--- config.mk ---
export PLATFORM = sky130hd
export DESIGN_NAME = wb_pipe
export DESIGN_NICKNAME = d
export VERILOG_FILES = /design/src/rtl/wb_pipe.sv
export SDC_FILE = /design/constraint.sdc
export NUM_CORES = 1
export LEC_CHECK = 0
export ABC_CLOCK_PERIOD_IN_PS = 1490
export CAP_MARGIN = 20
export CORE_MARGIN = 2
export CORE_UTILIZATION = 33
export DETAILED_ROUTE_END_ITERATION = 10
export GPL_TIMING_DRIVEN = 0
export PLACE_DENSITY = 0.79
export SYNTH_ARGS = -nofsm -noshare
export SYNTH_HDL_FRONTEND = slang
export SYNTH_SLANG_ARGS = --single-unit
--- constraint.sdc ---
create_clock -name CLK -period 1.49 [get_ports CLK]
set_input_delay 0.447 -clock CLK [delete_from_list [all_inputs] [get_ports CLK]]
set_output_delay 0.447 -clock CLK [all_outputs]
set_load 0.02 [all_outputs]
--- src/rtl/wb_pipe.sv ---
// rtl/wb_pipe.sv - writeback stage: source select, memory-wait hold, register/flag commit, retire count
module wb_pipe #(
    parameter int DATA_W   = 32,
    parameter int ADDR_W   = 4,
    parameter int N_FLAGS  = 4,
    parameter int CNT_W    = 32,
    parameter int ZERO_REG = 1
) (
    input  logic               CLK,
    input  logic               rf_RESET,
    input  logic               in_valid,
    output logic               in_ready,
    input  logic               wb_flush,
    input  logic [DATA_W-1:0]  mxpc_out,
    input  logic [DATA_W-1:0]  dm_Q,
    input  logic               dm_valid,
    input  logic [DATA_W-1:0]  alu_result,
    input  logic [DATA_W-1:0]  imm,
    input  logic [1:0]         uc_S_MXRB,
    input  logic               uc_W_RD,
    input  logic [ADDR_W-1:0]  rd_addr,
    input  logic [N_FLAGS-1:0] alu_flags,
    input  logic [N_FLAGS-1:0] uc_W_RF,
    output logic               rf_we,
    output logic [ADDR_W-1:0]  rf_waddr,
    output logic [DATA_W-1:0]  rf_wdata,
    output logic [N_FLAGS-1:0] rf_flags,
    output logic [CNT_W-1:0]   retire_cnt
);

    typedef enum logic {IDLE = 1'b0, WAIT_MEM = 1'b1} state_t;

    state_t             r_state;
    state_t             w_next_state;

    logic               r_h_we;
    logic [ADDR_W-1:0]  r_h_addr;
    logic [N_FLAGS-1:0] r_h_flags;
    logic [N_FLAGS-1:0] r_h_mask;

    logic               w_accept;
    logic               w_src_ready;
    logic               w_commit;
    logic               w_hold;
    logic               w_c_we;
    logic [ADDR_W-1:0]  w_c_addr;
    logic [DATA_W-1:0]  w_c_data;
    logic [N_FLAGS-1:0] w_c_flags;
    logic [N_FLAGS-1:0] w_c_mask;
    logic [DATA_W-1:0]  w_sel_data;

    assign in_ready    = (r_state == IDLE);
    assign w_accept    = in_valid && in_ready && !wb_flush;
    assign w_src_ready = (uc_S_MXRB != 2'b01) || dm_valid;
    assign w_hold      = w_accept && !w_src_ready;

    always_comb begin
        w_sel_data = alu_result;
        case (uc_S_MXRB)
            2'b00:   w_sel_data = alu_result;
            2'b01:   w_sel_data = dm_Q;
            2'b10:   w_sel_data = mxpc_out;
            default: w_sel_data = imm;
        endcase
    end

    // Commit fields come from the live inputs in IDLE and from the holding registers in WAIT_MEM.
    always_comb begin
        w_commit  = 1'b0;
        w_c_we    = uc_W_RD;
        w_c_addr  = rd_addr;
        w_c_data  = w_sel_data;
        w_c_flags = alu_flags;
        w_c_mask  = uc_W_RF;
        if (r_state == IDLE) begin
            w_commit = w_accept && w_src_ready;
        end else begin
            w_commit  = dm_valid && !wb_flush;
            w_c_we    = r_h_we;
            w_c_addr  = r_h_addr;
            w_c_data  = dm_Q;
            w_c_flags = r_h_flags;
            w_c_mask  = r_h_mask;
        end
    end

    always_comb begin
        w_next_state = r_state;
        case (r_state)
            IDLE:     if (w_hold) w_next_state = WAIT_MEM;
            WAIT_MEM: if (wb_flush || dm_valid) w_next_state = IDLE;
            default:  w_next_state = IDLE;
        endcase
    end

    always_ff @(posedge CLK or negedge rf_RESET) begin
        if (!rf_RESET) r_state <= IDLE;
        else           r_state <= w_next_state;
    end

    always_ff @(posedge CLK or negedge rf_RESET) begin
        if (!rf_RESET) begin
            r_h_we    <= 1'b0;
            r_h_addr  <= '0;
            r_h_flags <= '0;
            r_h_mask  <= '0;
        end else if (w_hold) begin
            r_h_we    <= uc_W_RD;
            r_h_addr  <= rd_addr;
            r_h_flags <= alu_flags;
            r_h_mask  <= uc_W_RF;
        end
    end

    always_ff @(posedge CLK or negedge rf_RESET) begin
        if (!rf_RESET) begin
            rf_we      <= 1'b0;
            rf_waddr   <= '0;
            rf_wdata   <= '0;
            rf_flags   <= '0;
            retire_cnt <= '0;
        end else if (w_commit) begin
            // Register 0 writes are dropped but still retire.
            rf_we      <= w_c_we && !((ZERO_REG != 0) && (w_c_addr == '0));
            rf_waddr   <= w_c_addr;
            rf_wdata   <= w_c_data;
            rf_flags   <= (rf_flags & ~w_c_mask) | (w_c_flags & w_c_mask);
            retire_cnt <= retire_cnt + 1'b1;
        end else begin
            rf_we      <= 1'b0;
        end
    end

endmodule

Yosys cells after proc, flatten, opt, wreduce, memory -nomap -nowiden
Index checks and enable logic that the tools add are counted.

operators by class
  $add $sub $neg = 1
  equality and inequality tests = 3
  multiplexer cells = 11
  bitwise operators = 5
  reduce and logical (&&, ||, !) cells = 13

operators by type and width
  kind                     number
  $pmux W32 S3             1
  $add A32 B1 Y32 const B  1
  $mux W32                 1
  $mux W4                  3
  $and A4 B4 Y4            2
  $logic_and A1 B1 Y1      6
  $mux W1                  5
  $logic_not A4 Y1         1
  $not A4 Y4               1
  $or A4 B4 Y4             1
  $logic_not A1 Y1         3
  $eq A2 B1 Y1 const B     1
  $eq A2 B2 Y1 const B     1
  $logic_not A2 Y1         1
  $logic_or A1 B1 Y1       2
  $ne A2 B1 Y1 const B     1
  $pmux W1 S2              1
  $not A1 Y1               1

word-level totals
  register bits = 87
  bits of input ports = 148
  output and inout bits = 74
  word-level logic and storage cells = 43

Longest topological paths before layout
  depth in word-level cells = 6
  depth in mapped cells = 9
  gate-level depth less buffers = 5

Worst setup path before layout
Ideal clock, no wire load.

  kind = input to register
  from = input uc_S_MXRB[0]
  to = register retire_cnt[1]
  setup time = 125 ps
  arrival time = 1,636 ps
  required time = 1,365 ps
  slack = -271 ps
  cell stages on the path = 8
  buffers on the path = 4
  cells stage by stage = buf_4 nor2b_4 buf_6 o21bai_2 and2_1 buf_6 buf_6 mux2_4

on the way
  cells in the longest elaborated chain, start to end = 4

RTL lines
  item                  RTL line  source
  start, declared       19        input logic [1:0] uc_S_MXRB,
  $ne A2 B1 Y1          54        assign w_src_ready = (uc_S_MXRB != 2'b01) || dm_valid;
  $logic_or A1 B1 Y1    54
  $logic_and A1 B1 Y1   76        w_commit = w_accept && w_src_ready;
  $mux W1               75        if (r_state == IDLE) begin
  end signal, assigned  128       retire_cnt <= retire_cnt + 1'b1;
  end, declared         28        output logic [CNT_W-1:0] retire_cnt

No other way between the ends.
A chain may end at the register's enable or synchronous reset.

Worst setup path in the final report
  from = register r_state
  to = register rf_wdata[10]

on the way
  cells in the longest elaborated chain, start to end = 5
  elaborated cells on any way between the ends = 6
  those cells by class = 2 x mux; 1 x bitwise; 3 x reduce/logical

RTL lines
  item                               RTL line  source
  start, declared                    33        state_t r_state;
  start signal, assigned             98        else r_state <= w_next_state;
  $not A1 Y1                         -
  $logic_and A1 B1 Y1 (2 in series)  53        assign w_accept = in_valid && in_ready && !wb_flush;
  $logic_and A1 B1 Y1                76
  $mux W1                            75
  end signal, assigned               126       rf_wdata <= w_c_data;
  end, declared                      26        output logic [DATA_W-1:0] rf_wdata,

Several ways; a longest one is shown, not always the timed one.

==> metrics.cfg <==
[finish]
fin_util = 0.5783
syn2layout_area_growth_pct = 69.69
nNetsFinal = 865
drive_above_1_share = 0.3994
antenna_cells = 0

[timing]
final-setup-viol-count = 70
timing.fmax_mhz = 598.8
hold_viol_final = 0
worstMarginPinSlew_ps = 601.8
fin_crit_sh = 1.121
rsz0062_at_grt = true
worst_slack_ps = -180.0
period_needed_ps = 1670
fin_worst_skew_ps = 8.474
whs_ps = 106.9
drv_slew = 0
slew_headroom = 0.5988

[job]
max_cap_viol_count = 0

[synthesis]
synth_area_leader_cell = dfrtp_1
synth_commonest_cells = dfrtp_1, o21ai_0, mux2_2, xnor2_1, nand4_1
syn-cell-area_sq_um = 4991
syn_area_per_cell_sq_um = 11.17
synth-edff-count = 0
ys_ff_latch = 87
synth_area_leaders = dfrtp_1, mux2_2, mux2_4
yosysMostFrequentCell = dfrtp_1
async_reset_ff_frac = 1.000
ys_warn_count = 0
yosys.area.top_type_share = 0.4362
synth.distinct_cells = 37
synth-seq-area-share = 0.4362
synth_flop_cell = dfrtp_1
syn_inst = 447
syn_nets = 596

[floorplan]
rows = 44
die_h_microns = 127.0
io_pins = 222
die_w_microns = 127.0
die_area_sq_um = 16120
start_util = 0.3408
coreArea_sq_um = 14640

[power]
swShare = 0.3104
p_sw_mw = 2.492
powerDensity_nw_per_um2 = 948.0
p_seq_frac = 0.388
p_int_mw = 5.537
pwr-share-clk = 0.270
vdd_drop_max_mv = 0.5219
p_comb_frac = 0.342
power_leakage_nw = 3.516

[worst_hold_path]
holdCritPathClass = in -> async

[detailed_routing]
wire_per_inst_microns = 19.55
wl_microns = 17690
first_pass_iters = 5
routed_via_density = 5.351
dr_total_vias = 4843
ant_nets = 0
drc = 0
drt_iter0_drc = 234

[outcome]
outcome = complete, but fails checks
violations = setup timing

[worst_setup_path]
crit_top_cell = buf_6
r2r_end = rf_wdata[10]$_DFFE_PN0P_
cp_max_fo = 5
r2r_start = r_state$_DFF_PN0_
cpMaxStageDelayCell = dfrtp_1
critPathRequiredTime_ps = 1700
cp_num_buf_inv = 4
cp.arrival_ps = 1880
crit_family = buffers and inverters
regToRegSetupSlack_ps = -180
crit_chain = buf_6 > buf_6 > o21bai_4 > and2_4 > buf_12 > clkbuf_16 > mux2_4
cp-end-kind = register
worstSetupPathType = reg -> reg
rr_worst_depth = 7
max_stage_delay_ps = 380
cp-start-kind = register

[global_routing]
grt_max_degree = 46
grt_pass1_vias = 5368
grt_pass1_wl_microns = 27950
grt.overflow.total = 0
antenna_found_initial = 0
grtUsageTotal = 0.2212

[clock_network]
cts_hold_buf = 0
clk_pin_slew_worst_paths_ps = 60
clkSinkCount = 87
cts-htree-levels = 3
clock_path_buffers = 2
clockRootBuffer = clkbuf_16
cts_tree = done
clk_latency_ps = 330
cts_made_buffers = 9

[placed_design]
io_buffers = 219
gp_congestion = 0.9514
dp_hpwl_microns = 12920

==> placed cells by master (no fill, tap or decap), types with 11 or more instances in the layout <==
master | synthesis | final
dfrtp_2 | 0 | 14
mux2_4 | 24 | 27
buf_2 | 15 | 29
xnor2_1 | 31 | 27
clkdlybuf4s15_2 | 0 | 27
dfrtp_1 | 87 | 73
buf_6 | 6 | 16
nand2_1 | 22 | 20
o21ai_0 | 50 | 36
clkbuf_2 | 0 | 20
clkbuf_16 | 0 | 11
buf_4 | 5 | 32
nand4_1 | 27 | 27
clkdlybuf4s50_1 | 0 | 141
a22oi_1 | 25 | 25
mux2_2 | 42 | 39
o21ai_1 | 0 | 13
==> stage by stage <==
step	power (mW)	cell area [sq um]	instances	TNS (ps)	setup WS, ps
2_1_floorplan	4.284	5047	447	-10730	-247.7
3_3_place_gp	5.574	7470	850	-328660	-3457
3_5_place_dp	5.653	7487	851	-55040	-806.1
4_1_cts	7.922	8270	896	-3934	-215.0
5_1_grt	8.379	8469	905	-11040	-234.1
6_report	8.029	8469	905	-5455	-180.0
==> worst max path at each step <==
stage	endpoint	from	cells after the start
finish	rf_wdata[10]$_DFFE_PN0P_	r_state$_DFF_PN0_	7
global route	rf_wdata[16]$_DFFE_PN0P_	r_state$_DFF_PN0_	7
CTS	in_ready	r_state$_DFF_PN0_	4
detailed placement	rf_wdata[28]$_DFFE_PN0P_	in_valid	7
global placement	retire_cnt[0]$_DFFE_PN0P_	rf_RESET	1
floorplan	retire_cnt[1]$_DFFE_PN0P_	uc_S_MXRB[0]	8
==> layer usage <==
metal / global-route usage / up-vias / part of all wire
li1: - / 2201 / -
met1: 0.2648 / 2422 / 0.41
met2: 0.3925 / 180 / 0.51
met3: 0.04690 / 40 / 0.051
met4: 0.08145 / 0 / 0.030
met5: 0 / - / 0
==> cell families (layout without fill, tap and decap cells) <==
group | Yosys count | in the layout | share of synthesized area
AOI/OAI and AO/OA | 108 | 108 | 0.1268
and+or+nand+nor | 93 | 93 | 0.1113
DFF | 87 | 87 | 0.4362
muxes | 83 | 83 | 0.2191
buffers and inverters | 44 | 318 | 0.04964
xor gates and xnor gates | 31 | 31 | 0.05440
adders and majority gates | 1 | 1 | 0.002506
==> final cells by class <==
class / instances / area [sq um]
fill: 1238 / 6175
multi-input combinational: 316 / 2884
timing repair buffer: 264 / 2554
sequential: 87 / 2195
buffer: 33 / 299.0
clock buffer: 14 / 274.0
tap: 184 / 230.2
inverter: 5 / 18.77
clock inverter: 2 / 15.01
==> sequential cells by signal (all words and copies together) (netlist names), named ones only <==
signal / cells
r_state: 1
r_h_addr: 4
retire_cnt: 32
rf_waddr: 4
r_h_we: 1
r_h_mask: 4
rf_we: 1
r_h_flags: 4
rf_wdata: 32
==> power by group through the flow <==
stage | sequential [mW] | clock [mW] | combinational, mW
3_5_place_dp | 3.11 | 0 | 2.55
2_1_floorplan | 3.41 | 0 | 0.872
5_1_grt | 3.16 | 2.31 | 2.92
3_3_place_gp | 3.09 | 0 | 2.49
6_report | 3.11 | 2.17 | 2.75
4_1_cts | 3.09 | 2.23 | 2.61
==> repair_timing <==
| item | in CTS | in global routing |
|---|---|---|
| pin swaps | 51 | 22 |
| setup endpoints to repair | 161 | 112 |
| setup buffers | 25 | 12 |
| cloned | 6 | 2 |
| gates resized for setup | 292 | 98 |
No activity file was read; power rests on OpenSTA's default activity.
